===== config.mk =====
export PLATFORM = sky130hd
export DESIGN_NAME = matvec_result_writer
export DESIGN_NICKNAME = d
export VERILOG_FILES = /design/src/rtl/matvec_result_writer.sv
export SDC_FILE = /design/constraint.sdc
export NUM_CORES = 1
export LEC_CHECK = 0
export CORE_ASPECT_RATIO = 0.75
export CORE_MARGIN = 10
export CORE_UTILIZATION = 52
export DETAILED_ROUTE_END_ITERATION = 8
export GPL_ROUTABILITY_DRIVEN = 0
export HOLD_SLACK_MARGIN = 0.03
export PLACE_DENSITY_LB_ADDON = 0.1
export SYNTH_ARGS = -nofsm -noshare
export SYNTH_HDL_FRONTEND = slang
export SYNTH_SLANG_ARGS = --single-unit
export TNS_END_PERCENT = 5

===== constraint.sdc =====
create_clock -name clk -period 4.75 [get_ports clk]
set_input_delay 0.95 -clock clk [delete_from_list [all_inputs] [get_ports clk]]
set_output_delay 0.95 -clock clk [all_outputs]
set_load 0.02 [all_outputs]

===== src/rtl/matvec_result_writer.sv =====
`default_nettype none
// ============================================================================
// Module      : matvec_result_writer
// Description : Snapshots the engine result vector on a rising results_valid
//               and writes it to memory through an Avalon-MM write master.
// Revision    : 1.0 - initial release
// ============================================================================
module matvec_result_writer #(
    parameter int          NUM_RESULTS  = 8,
    parameter int          RESULT_WIDTH = 24,
    parameter int          ADDR_WIDTH   = 32,
    parameter logic [31:0] BASE_ADDR    = 32'h0000_0010,
    parameter int          ADDR_STRIDE  = 1
) (
    input  logic                                clk,
    input  logic                                rst_n,
    input  logic                                results_valid,
    input  logic [NUM_RESULTS*RESULT_WIDTH-1:0] c_in,
    output logic [ADDR_WIDTH-1:0]               mm_address,
    output logic                                mm_write,
    output logic [31:0]                         mm_writedata,
    output logic [3:0]                          mm_byteenable,
    input  logic                                mm_waitrequest,
    output logic                                busy,
    output logic                                wb_done,
    output logic [RESULT_WIDTH+2:0]             checksum
);

    localparam int IDX_W  = (NUM_RESULTS > 1) ? $clog2(NUM_RESULTS) : 1;
    localparam int CSUM_W = RESULT_WIDTH + 3;

    localparam logic [1:0] S_IDLE  = 2'd0;
    localparam logic [1:0] S_WRITE = 2'd1;
    localparam logic [1:0] S_DONE  = 2'd2;

    localparam logic [ADDR_WIDTH-1:0] C_BASE     = ADDR_WIDTH'(BASE_ADDR);
    localparam logic [ADDR_WIDTH-1:0] C_STRIDE   = ADDR_WIDTH'(ADDR_STRIDE);
    localparam logic [IDX_W-1:0]      C_LAST_IDX = IDX_W'(NUM_RESULTS - 1);

    logic [1:0]                                  state_q, state_d;
    logic [IDX_W-1:0]                            idx_q, idx_d;
    logic [NUM_RESULTS-1:0][RESULT_WIDTH-1:0]    snap_q, snap_d;
    logic                                        rv_q, rv_d;
    logic [CSUM_W-1:0]                           checksum_q, checksum_d;
    logic                                        mm_write_q, mm_write_d;
    logic [ADDR_WIDTH-1:0]                       mm_address_q, mm_address_d;
    logic [31:0]                                 mm_writedata_q, mm_writedata_d;
    logic [3:0]                                  mm_byteenable_q, mm_byteenable_d;
    logic                                        busy_q, busy_d;
    logic                                        wb_done_q, wb_done_d;
    logic [IDX_W-1:0]                            idx_nxt;

    always_comb begin
        state_d         = state_q;
        idx_d           = idx_q;
        snap_d          = snap_q;
        rv_d            = results_valid;
        checksum_d      = checksum_q;
        mm_write_d      = mm_write_q;
        mm_address_d    = mm_address_q;
        mm_writedata_d  = mm_writedata_q;
        mm_byteenable_d = mm_byteenable_q;
        busy_d          = busy_q;
        wb_done_d       = wb_done_q;
        idx_nxt         = idx_q + IDX_W'(1);

        case (state_q)
            S_IDLE: begin
                // Only a rising edge seen here starts a transfer; edges elsewhere are dropped.
                if (results_valid && !rv_q) begin
                    state_d         = S_WRITE;
                    snap_d          = c_in;
                    idx_d           = '0;
                    checksum_d      = '0;
                    mm_write_d      = 1'b1;
                    mm_address_d    = C_BASE;
                    // Snapshot is not loaded yet, so the first word comes straight from c_in.
                    mm_writedata_d  = 32'(c_in[RESULT_WIDTH-1:0]);
                    mm_byteenable_d = 4'hF;
                    busy_d          = 1'b1;
                    wb_done_d       = 1'b0;
                end
            end
            S_WRITE: begin
                if (!mm_waitrequest) begin
                    checksum_d = checksum_q + CSUM_W'(snap_q[idx_q]);
                    if (idx_q == C_LAST_IDX) begin
                        state_d         = S_DONE;
                        mm_write_d      = 1'b0;
                        mm_address_d    = '0;
                        mm_writedata_d  = '0;
                        mm_byteenable_d = 4'h0;
                        busy_d          = 1'b0;
                        wb_done_d       = 1'b1;
                    end else begin
                        idx_d          = idx_nxt;
                        mm_address_d   = C_BASE + ADDR_WIDTH'(idx_nxt) * C_STRIDE;
                        mm_writedata_d = 32'(snap_q[idx_nxt]);
                    end
                end
            end
            S_DONE: begin
                if (!results_valid) begin
                    state_d   = S_IDLE;
                    wb_done_d = 1'b0;
                end
            end
            default: begin
                state_d         = S_IDLE;
                idx_d           = '0;
                mm_write_d      = 1'b0;
                mm_address_d    = '0;
                mm_writedata_d  = '0;
                mm_byteenable_d = 4'h0;
                busy_d          = 1'b0;
                wb_done_d       = 1'b0;
            end
        endcase
    end

    always_ff @(posedge clk or negedge rst_n) begin
        if (!rst_n) begin
            state_q         <= S_IDLE;
            idx_q           <= '0;
            snap_q          <= '0;
            rv_q            <= 1'b0;
            checksum_q      <= '0;
            mm_write_q      <= 1'b0;
            mm_address_q    <= '0;
            mm_writedata_q  <= '0;
            mm_byteenable_q <= 4'h0;
            busy_q          <= 1'b0;
            wb_done_q       <= 1'b0;
        end else begin
            state_q         <= state_d;
            idx_q           <= idx_d;
            snap_q          <= snap_d;
            rv_q            <= rv_d;
            checksum_q      <= checksum_d;
            mm_write_q      <= mm_write_d;
            mm_address_q    <= mm_address_d;
            mm_writedata_q  <= mm_writedata_d;
            mm_byteenable_q <= mm_byteenable_d;
            busy_q          <= busy_d;
            wb_done_q       <= wb_done_d;
        end
    end

    assign mm_address    = mm_address_q;
    assign mm_write      = mm_write_q;
    assign mm_writedata  = mm_writedata_q;
    assign mm_byteenable = mm_byteenable_q;
    assign busy          = busy_q;
    assign wb_done       = wb_done_q;
    assign checksum      = checksum_q;

endmodule
`default_nettype wire

==> impl_metrics.json <==
{
  "outcome": "finished, final reports clean",
  "slowest_stage": "dfrtp_2",
  "synth_cell_type_count": 60,
  "fp.dieH_um": 163.0,
  "final_cell_mix": "643 x nand2_1, 256 x clkdlybuf4s50_1, 252 x dfrtp_1",
  "setup_violations": 0,
  "max_freq_mhz": 256.0,
  "rsz0062_at_grt": "no",
  "vias": 11610,
  "n_antenna_cell": 0,
  "syn_to_final_growth_pct": 24.61,
  "final_nets": 1881,
  "cts-hold-fix-buffers": 0,
  "arrival_ns": 4.36,
  "synth_cells": 1452,
  "slowest_delay_ns": 0.91,
  "finClkSkew_ns": 0.02233,
  "crit_fanout": 27,
  "floorplan.initialDensity": 0.5263,
  "synthArstFlopShare": 1.000,
  "setup.worst_path.end_class": "flip-flop",
  "routed_wl_um": 44790,
  "cts_buffers": 26,
  "grtUsageTotal": 0.2576,
  "dr.pass1.iters": 5,
  "drive_gt1_frac": 0.1327,
  "grt_pass1_vias": 11540,
  "reg2reg_depth": 11,
  "relSlewSlack": 0.3058,
  "cp_top_family": "flip-flops",
  "maxCapViolCount": 0,
  "final_cells": 2024,
  "cts_tree": "done",
  "htreeDepth": 1,
  "overflow": 0,
  "power_density_nw_per_um2": 814.3,
  "finalSetupTns_ns": 0,
  "peakVddDrop_uv": 464.1,
  "antenna_found_initial": 1,
  "postRouteAntennaNets": 0,
  "crit_type": "flip-flop to flip-flop",
  "hold_class": "primary input to asynchronous set/reset pin",
  "via_per_inst": 5.736,
  "synth_top_flop_cell": "dfrtp_1",
  "clk_pin_slew_ns": 0.06,
  "die_x_um": 210.7,
  "post-route-min-period_ns": 3.906,
  "cp.depth": 11,
  "drc": 0,
  "cts_resized": 0,
  "mostFrequentLayoutCell": "nand2_1",
  "worstPathBufferInverterCount": 1,
  "cp.required_ns": 5.21,
  "tightest_slew_ns": 1.041,
  "syn_area_um2": 14180,
  "place_inst": 1981,
  "synth_enable_flop_cells": 0,
  "cts_buffer_depth": 3,
  "cts_setup_buffers": 0,
  "core-area_um2": 26940,
  "num_rows": 52,
  "clock_sinks": 254,
  "finalCritPeriodShare": 0.8223,
  "synth-seq-area-share": 0.4483,
  "hold_viol": 0,
  "clk_latency_ns": 0.55,
  "grt_pass1_wl_um": 68810,
  "detail_route.iter0.violations": 1264,
  "dieArea_um2": 34340,
  "yosys_warnings": 0,
  "crit_chain": "buf_4, mux4_2, mux2_2, ha_1, and2_4, nand3_2, nor4_4, a21oi_2, o21a_1, or3_1, a21oi_1",
  "cts_root_buffer": "clkbuf_16",
  "grt_max_degree": 196,
  "dp_hpwl_um": 32720,
  "ys_ff_latch": 254,
  "io_buffers": 257,
  "p_leak_nw": 8.247,
  "wl_per_cell_um": 22.13,
  "drv_slew": 0,
  "io_pins": 294,
  "crit_path_start_kind": "flip-flop",
  "avgSynthCellArea_um2": 9.764
}
## stage by stage
step	hold slack, ns	utilization	instance area, um2	total power [W]	setup WS (ns)
2_1_floorplan	0.4551	-	14310	0.009714	1.080
3_3_place_gp	0.4625	0.6236	16800	0.01196	0.9652
3_5_place_dp	0.4742	0.6236	16800	0.01211	0.8954
4_1_cts	0.4892	0.6558	17670	0.01428	0.8712
5_1_grt	0.5013	0.6558	17670	0.01531	0.6601
6_report	0.4694	0.6558	17670	0.01439	0.8439
## power by group
group	internal, W	switching, W	total, W
Clock	0.00124	0.000880	0.00212
Sequential	0.00316	0.00108	0.00424
Combinational	0.00388	0.00414	0.00802
Total	0.00828	0.00610	0.0144
## final timing paths
kind | start | to | slack [ns]
worst min register to register | mm_writedata[2] | mm_writedata[2] | 0.48
min in group clk | mm_writedata[2] | mm_writedata[2] | 0.48
worst max register to register | idx_q[1] | checksum[24] | 0.84
worst max-delay path | idx_q[1] | checksum[24] | 0.84
worst min-delay path | rst_n | mm_writedata[5] | 0.47
max in group asynchronous | rst_n | snap_q[0] | 3.31
## synth_stat cells (3+ instances only)
library cell,number,share of area
nand2_1,643,0.17
dfrtp_1,254,0.45
mux4_2,96,0.15
mux2_2,48,0.038
buf_4,45,0.024
clkbuf_1,44,0.012
o21ai_1,32,0.011
buf_2,31,0.011
a21oi_1,30,0.011
o21ai_0,27,0.0095
ha_1,26,0.023
a22oi_1,24,0.013
a21o_1,13,0.0069
nor2_1,13,0.0034
nand3_1,12,0.0042
xnor2_1,10,0.0062
xor2_1,10,0.0062
buf_1,7,0.0019
inv_1,5,0.0013
nand4_1,5,0.0022
nor3_1,5,0.0018
a31oi_1,4,0.0018
and2_1,4,0.0018
buf_6,4,0.0032
nand2b_1,4,0.0018
o21a_1,4,0.0021
a22o_1,3,0.0019
and3_1,3,0.0013
nor2b_1,3,0.0013
o21bai_1,3,0.0016
or3_1,3,0.0013
## cells by family (layout without fill, tap and decap cells)
logic type | count (synthesis) | in the layout | synth area share
fa+ha+maj | 27 | 27 | 0.02436
xor+xnor | 20 | 20 | 0.01235
mux | 146 | 146 | 0.1920
buf+inv | 137 | 323 | 0.05454
simple gates | 707 | 707 | 0.1974
other cells | 1 | 36 | 0.0002645
compound gates | 160 | 160 | 0.07069
flops | 254 | 254 | 0.4483
## final cells by class
| class | instances | area (um2) |
|---|---|---|
| fillers | 2180 | 9270 |
| multi-input cells | 1096 | 7214 |
| flip-flops and latches | 254 | 6361 |
| repair buffers | 275 | 2763 |
| clock buffers | 33 | 726.9 |
| well taps | 351 | 439.2 |
| clock inverters | 10 | 142.6 |
| inverters | 5 | 18.77 |
## registers in the layout (all words and copies together) (netlist names)
| signal | flops |
|---|---|
| snap_q | 192 |
| checksum | 27 |
| mm_writedata | 24 |
| mm_address | 4 |
| idx_q | 3 |
| mm_byteenable | 1 |
| rv_q | 1 |
| state_q | 1 |
| wb_done | 1 |
## layer usage
| layer | up-vias | share of wire | track usage |
|---|---|---|---|
| li1 | 5277 | - | - |
| met2 | 542 | 0.42 | 0.3619 |
| met3 | 45 | 0.11 | 0.08500 |
| met4 | 0 | 0.015 | 0.04302 |
| met5 | - | 0 | 0 |
| met1 | 5746 | 0.45 | 0.3836 |
No activity file was read; power rests on OpenSTA's default activity.
